$ cat src/rtl/calc3_operand_sequencer.sv
//-----------------------------------------------------------------------------
// calc3_operand_sequencer
//
// Sequential front/back end for the combinational calculate3 datapath.
// Six operands arrive one per valid/ready beat. The sixth beat also carries a
// 2-bit mode. Operands and mode are held on N0..N5/MODE. OUT_N is sampled
// SETTLE edges after the last beat, and the sampled value is offered on a
// valid/ready result channel.
//
// Ports
//   CLK, RST_N       rising-edge clock, synchronous active-low reset
//   CLR              synchronous abort of the current transaction
//   IN_VALID/READY   operand beat handshake
//   IN_DATA/IN_MODE  operand value; mode (used on the sixth beat only)
//   N0..N5, MODE     operand/mode registers driven to calculate3
//   OUT_N            calculate3 result
//   RES_VALID/READY  result handshake
//   RES_DATA/MODE    captured OUT_N and the MODE that produced it
//   OP_CNT           beats accepted in the current transaction (0..5)
//   BUSY             high while settling or waiting for the result handshake
//-----------------------------------------------------------------------------
`timescale 1ns/1ps
module calc3_operand_sequencer #(
  parameter int OPW    = 6,
  parameter int RESW   = 10,
  parameter int SETTLE = 2   // legal range 1..15
) (
  input  logic            CLK,
  input  logic            RST_N,
  input  logic            CLR,
  input  logic            IN_VALID,
  output logic            IN_READY,
  input  logic [OPW-1:0]  IN_DATA,
  input  logic [1:0]      IN_MODE,
  output logic [OPW-1:0]  N0,
  output logic [OPW-1:0]  N1,
  output logic [OPW-1:0]  N2,
  output logic [OPW-1:0]  N3,
  output logic [OPW-1:0]  N4,
  output logic [OPW-1:0]  N5,
  output logic [1:0]      MODE,
  input  logic [RESW-1:0] OUT_N,
  output logic            RES_VALID,
  input  logic            RES_READY,
  output logic [RESW-1:0] RES_DATA,
  output logic [1:0]      RES_MODE,
  output logic [2:0]      OP_CNT,
  output logic            BUSY
);

  typedef enum logic [1:0] {ST_LOAD, ST_SETTLE, ST_RESP} state_t;

  localparam logic [3:0] SETTLE_INIT = 4'(SETTLE - 1);

  state_t         state_q, state_d;
  logic [2:0]     idx_q;
  logic [3:0]     cnt_q;
  logic [OPW-1:0] n_q [6];
  logic           in_beat;
  logic           res_hs;

  // IN_READY also depends on RST_N so no beat appears accepted while in reset.
  assign IN_READY = RST_N && (state_q == ST_LOAD);
  assign BUSY     = (state_q != ST_LOAD);
  assign OP_CNT   = idx_q;
  assign in_beat  = IN_VALID && IN_READY;
  assign res_hs   = RES_VALID && RES_READY;

  assign N0 = n_q[0];
  assign N1 = n_q[1];
  assign N2 = n_q[2];
  assign N3 = n_q[3];
  assign N4 = n_q[4];
  assign N5 = n_q[5];

  // Next-state logic
  always_comb begin
    // NOTE: assign a default first so every path drives state_d and no latch is inferred.
    state_d = state_q;
    case (state_q)
      ST_LOAD:   if (in_beat && (idx_q == 3'd5)) state_d = ST_SETTLE;
      ST_SETTLE: if (cnt_q == 4'd0)              state_d = ST_RESP;
      ST_RESP:   if (res_hs)                     state_d = ST_LOAD;
      default:                                   state_d = ST_LOAD;
    endcase
    if (CLR) state_d = ST_LOAD;
  end

  // NOTE: sequential state uses non-blocking assignments only, so every flop
  // samples values from before the edge regardless of block ordering.
  always_ff @(posedge CLK) begin
    if (!RST_N) state_q <= ST_LOAD;
    else        state_q <= state_d;
  end

  // Datapath: operand, mode, counter and result registers
  always_ff @(posedge CLK) begin
    if (!RST_N) begin
      // NOTE: the six operand registers are reset because they drive visible
      // outputs that must read zero after reset. They are discrete flops, not RAM.
      for (int i = 0; i < 6; i++) n_q[i] <= '0;
      idx_q     <= 3'd0;
      cnt_q     <= 4'd0;
      MODE      <= 2'd0;
      RES_VALID <= 1'b0;
      RES_DATA  <= '0;
      RES_MODE  <= 2'd0;
    end else if (CLR) begin
      // Abort only: operand, mode and result registers are retained.
      idx_q     <= 3'd0;
      cnt_q     <= 4'd0;
      RES_VALID <= 1'b0;
    end else begin
      case (state_q)
        ST_LOAD: begin
          if (in_beat) begin
            for (int i = 0; i < 6; i++) begin
              if (idx_q == 3'(i)) n_q[i] <= IN_DATA;
            end
            if (idx_q == 3'd5) begin
              MODE  <= IN_MODE;
              idx_q <= 3'd0;
              cnt_q <= SETTLE_INIT;
            end else begin
              idx_q <= idx_q + 3'd1;
            end
          end
        end
        ST_SETTLE: begin
          // cnt_q == 0 marks the edge SETTLE edges after the last beat.
          if (cnt_q != 4'd0) begin
            cnt_q <= cnt_q - 4'd1;
          end else begin
            RES_DATA  <= OUT_N;
            RES_MODE  <= MODE;
            RES_VALID <= 1'b1;
          end
        end
        ST_RESP: begin
          if (res_hs) RES_VALID <= 1'b0;
        end
        default: ;
      endcase
    end
  end

endmodule
$ cat config.mk
export PLATFORM = sky130hd
export DESIGN_NAME = calc3_operand_sequencer
export DESIGN_NICKNAME = d
export VERILOG_FILES = /design/src/rtl/calc3_operand_sequencer.sv
export SDC_FILE = /design/constraint.sdc
export NUM_CORES = 1
export LEC_CHECK = 0
export CAP_MARGIN = 40
export CORE_ASPECT_RATIO = 1.1
export CORE_MARGIN = 5
export CORE_UTILIZATION = 41
export CTS_BUF_LIST = sky130_fd_sc_hd__clkbuf_4 sky130_fd_sc_hd__clkbuf_8 sky130_fd_sc_hd__clkbuf_16
export CTS_CLUSTER_SIZE = 24
export DETAILED_ROUTE_END_ITERATION = 8
export PLACE_DENSITY = 0.83
export SKIP_CTS_REPAIR_TIMING = 1
export SYNTH_ARGS = -nofsm -noshare
export SYNTH_HDL_FRONTEND = slang
export SYNTH_SLANG_ARGS = --single-unit
$ cat constraint.sdc
create_clock -name CLK -period 1.6 [get_ports CLK]
set_input_delay 0.16 -clock CLK [delete_from_list [all_inputs] [get_ports CLK]]
set_output_delay 0.16 -clock CLK [all_outputs]
set_load 0.005 [all_outputs]
==> summary.md <==
| Metric | Value |
|---|---|
| Status | complete, but fails checks |
| Failing checks | setup timing |
| Final instance area | 0.003911 sq mm |
| ANT cells | 0 |
| Vias in the first global route | 1833 |
| Synth Flop Type | edfxtp_1 |
| Fmax | 0.5818 GHz |
| CP Class | flip-flop to flip-flop |
| I/O Buffers | 78 |
| Post-Syn Nets | 221 |
| Area after DPL | 0.003572 sq mm |
| Fin worst setup slack | -0.1189 ns |
| Tot GR Track Use | 0.1496 |
| Least-Margin Pin Slew | 0.3784 ns |
| Post-synthesis simple-gate area fraction | 0.2508 |
| Met3 Use GR | 0.04615 |
| Synth Area in Compound Gates | 0.02741 |
| Detailed placement HPWL | 4108 um |
| Die width | 83.93 um |
| DRT iter0 DRCs | 104 |
| Post-synthesis mux area share | 0.05685 |
| NumNets Final | 336 |
| Slew margin rel. | 0.7472 |
| Synth Cell Area | 0.002465 sq mm |
| Crit path time final | 1.719 ns |
| Post-Synth XOR/XNOR Area | 0.003553 |
| Setup WS pre-CTS | -0.3662 ns |
| # setup viols final | 16 |
| RSZ-0062 raised after global routing | yes |
| Initial antenna violation count | 0 |
| Remaining global-route overflow | 0 |
| Initial Utilization | 0.4246 |
| Layout area overhead | 58.68% |
| Worst EP required | 1.82 ns |
| CTS tree | done |
| Placer Congestion | 0.7823 |
| FFs w/ async S/R, synth | 0 |
| Total Wirelength | 5678 um |
| EDFF count, synth | 36 |
| Clk sinks | 60 |
| Max IR drop VDD | 562.7 uV |
| Die Area | 0.007664 sq mm |
| CP Launch Type | flip-flop |
| Die span in y | 91.32 um |
| LEAKAGE | 1.488 nW |
| First-pass GRT wire length | 9052 um |
| Max-cap violations | 0 |
| Drc violations | 0 |
| GR Layer Usage met1 | 0.1777 |
| Largest net degree at the start of global routing | 23 |
| PD cells | 918.1 mW/mm^2 |
| Mean post-synth cell area | 12.58 sq um |
| Worst Path Max Fanout | 12 |
| Register area share after synthesis | 0.6335 |
| DR WL/cell | 14.45 um |
| Met2 usage | 0.2540 |
| Yosys warning count | 0 |
| Crit. End Element | flip-flop |
| Slew Limit Fails | 0 |
| Commonest non-fill, non-tap cell in the layout | clkdlybuf4s50_1 |
| FP Rows | 29 |
| Worst hold slack | 0.4558 ns |
| Adder-Cell Fraction of Synth Area | 0.01015 |
| I/O pin total | 79 |
| CTS buffer count | 9 |
| Most frequent cells in the layout | 76 x clkdlybuf4s50_1, 36 x edfxtp_1, 32 x and2_1 |
| Post-Synthesis Cells | 196 |
| Clk root buf | clkbuf_8 |
| Type of the worst min-delay path | input pin to flip-flop |
| Final period utilization | 1.074 |
| Tot Pwr | 0.003591 W |
| Synth cell types | 34 |
| Total vias in the final route | 1859 |
| Skew final | 0.01141 ns |
| Worst endpoint data arrival time | 1.94 ns |
| Clk pin slew, worst setup/hold paths | 0.08 ns |
| Ratio of cells with drive above 1 in the final layout | 0.2247 |
| DRT Pass-1 Iters | 4 |
| Largest buffer count on any clock path | 2 |
| Final hold violations | 0 |
| Largest family of logic cells by synthesized area | simple AND/OR/NAND/NOR gates |
| Synthesis-stage register bit count | 60 |
| Core box area | 0.005806 sq mm |
| Worst skew pair latency | 0.33 ns |
| ANT nets after route | 0 |
| GRT Max-Usage Layer | met2 |
| H-tree depth | 3 |
| Avg Vias per Cell | 4.730 |
## critical path, stage by stage (launching register included)
cell     delay [ns]
dfxtp_2        0.33
inv_2          0.07
ha_4           0.12
or3b_4         0.39
nor3_4         0.22
buf_12         0.18
mux2i_1        0.22
nor2b_1        0.07
## synthesized netlist by cell type (2+ instances only)
library cell  instances  area share
nand2_1              10       0.015
nor3b_1               2      0.0061
and3_1                7       0.018
nor4_1                2      0.0051
and2_1               32       0.081
a21oi_1               5       0.010
nor4b_2               2       0.012
inv_1                 4      0.0061
nor2_1                7       0.011
dfxtp_1              24        0.19
or3_1                 2      0.0051
nor3_1                2      0.0041
edfxtp_1             36        0.44
nand2b_1              8       0.020
buf_2                 2      0.0041
nor2b_1              16       0.041
clkbuf_1              3      0.0046
ha_1                  2       0.010
mux2i_1              14       0.057
nand3_1               2      0.0041
## sequential cells by signal, summed over array words and instances, names as in the netlist
name and cells:
RES_VALID 1, cnt_q 4, n_q 36, OP_CNT 3, RES_DATA 10, MODE 2, state_q 2, RES_MODE 2
## kinds of logic after synthesis
logic type,Yosys count
AO/OA/AOI/OAI,10
AND/OR/NAND/NOR,99
buffers and inverters,10
flip-flops,60
adder cells (fa/ha/maj),2
multiplexers,14
XOR/XNOR,1
## layer usage
metal	wire length, um	vias to the layer above
met2	2918	70
met1	2332	859
met5	0	-
met4	70	0
met3	356	7
li1	-	923
## path summary, 6_finish.rpt
kind / startpoint / to / slack, ns / cells after the start
max: cnt_q[0] / RES_DATA[6] / -0.12 / 7
min: OUT_N[4] / RES_DATA[4] / 0.46 / 3
max reg2reg: cnt_q[0] / RES_DATA[6] / -0.12 / 7
min reg2reg: RES_VALID / RES_VALID / 0.48 / 2
## report_power, final
part / switching, W / internal, W
Sequential: 0.0000104 / 0.00167
Combinational: 0.0000897 / 0.000147
Clock: 0.000598 / 0.00108
## area by class of cell
| cell class | count | area [sq um] |
|---|---|---|
| clock buffer | 10 | 137.6 |
| clock inverter | 6 | 111.4 |
| tap | 77 | 96.34 |
| fill | 407 | 1894 |
| sequential | 60 | 1569 |
| multi-input combinational | 126 | 923.4 |
| timing repair buffer | 110 | 1059 |
| inverter | 4 | 15.01 |
## per-stage QoR
| stage | TNS (ns) | instances | utilization |
|---|---|---|---|
| floorplan | -1.978 | 196 | - |
| global placement | -13.10 | 375 | 0.6153 |
| detailed placement | -16.09 | 375 | 0.6153 |
| CTS | -2.617 | 391 | 0.6582 |
| global route | -2.422 | 393 | 0.6737 |
| finish | -1.142 | 393 | 0.6737 |
No activity file was read; power rests on OpenSTA's default activity.
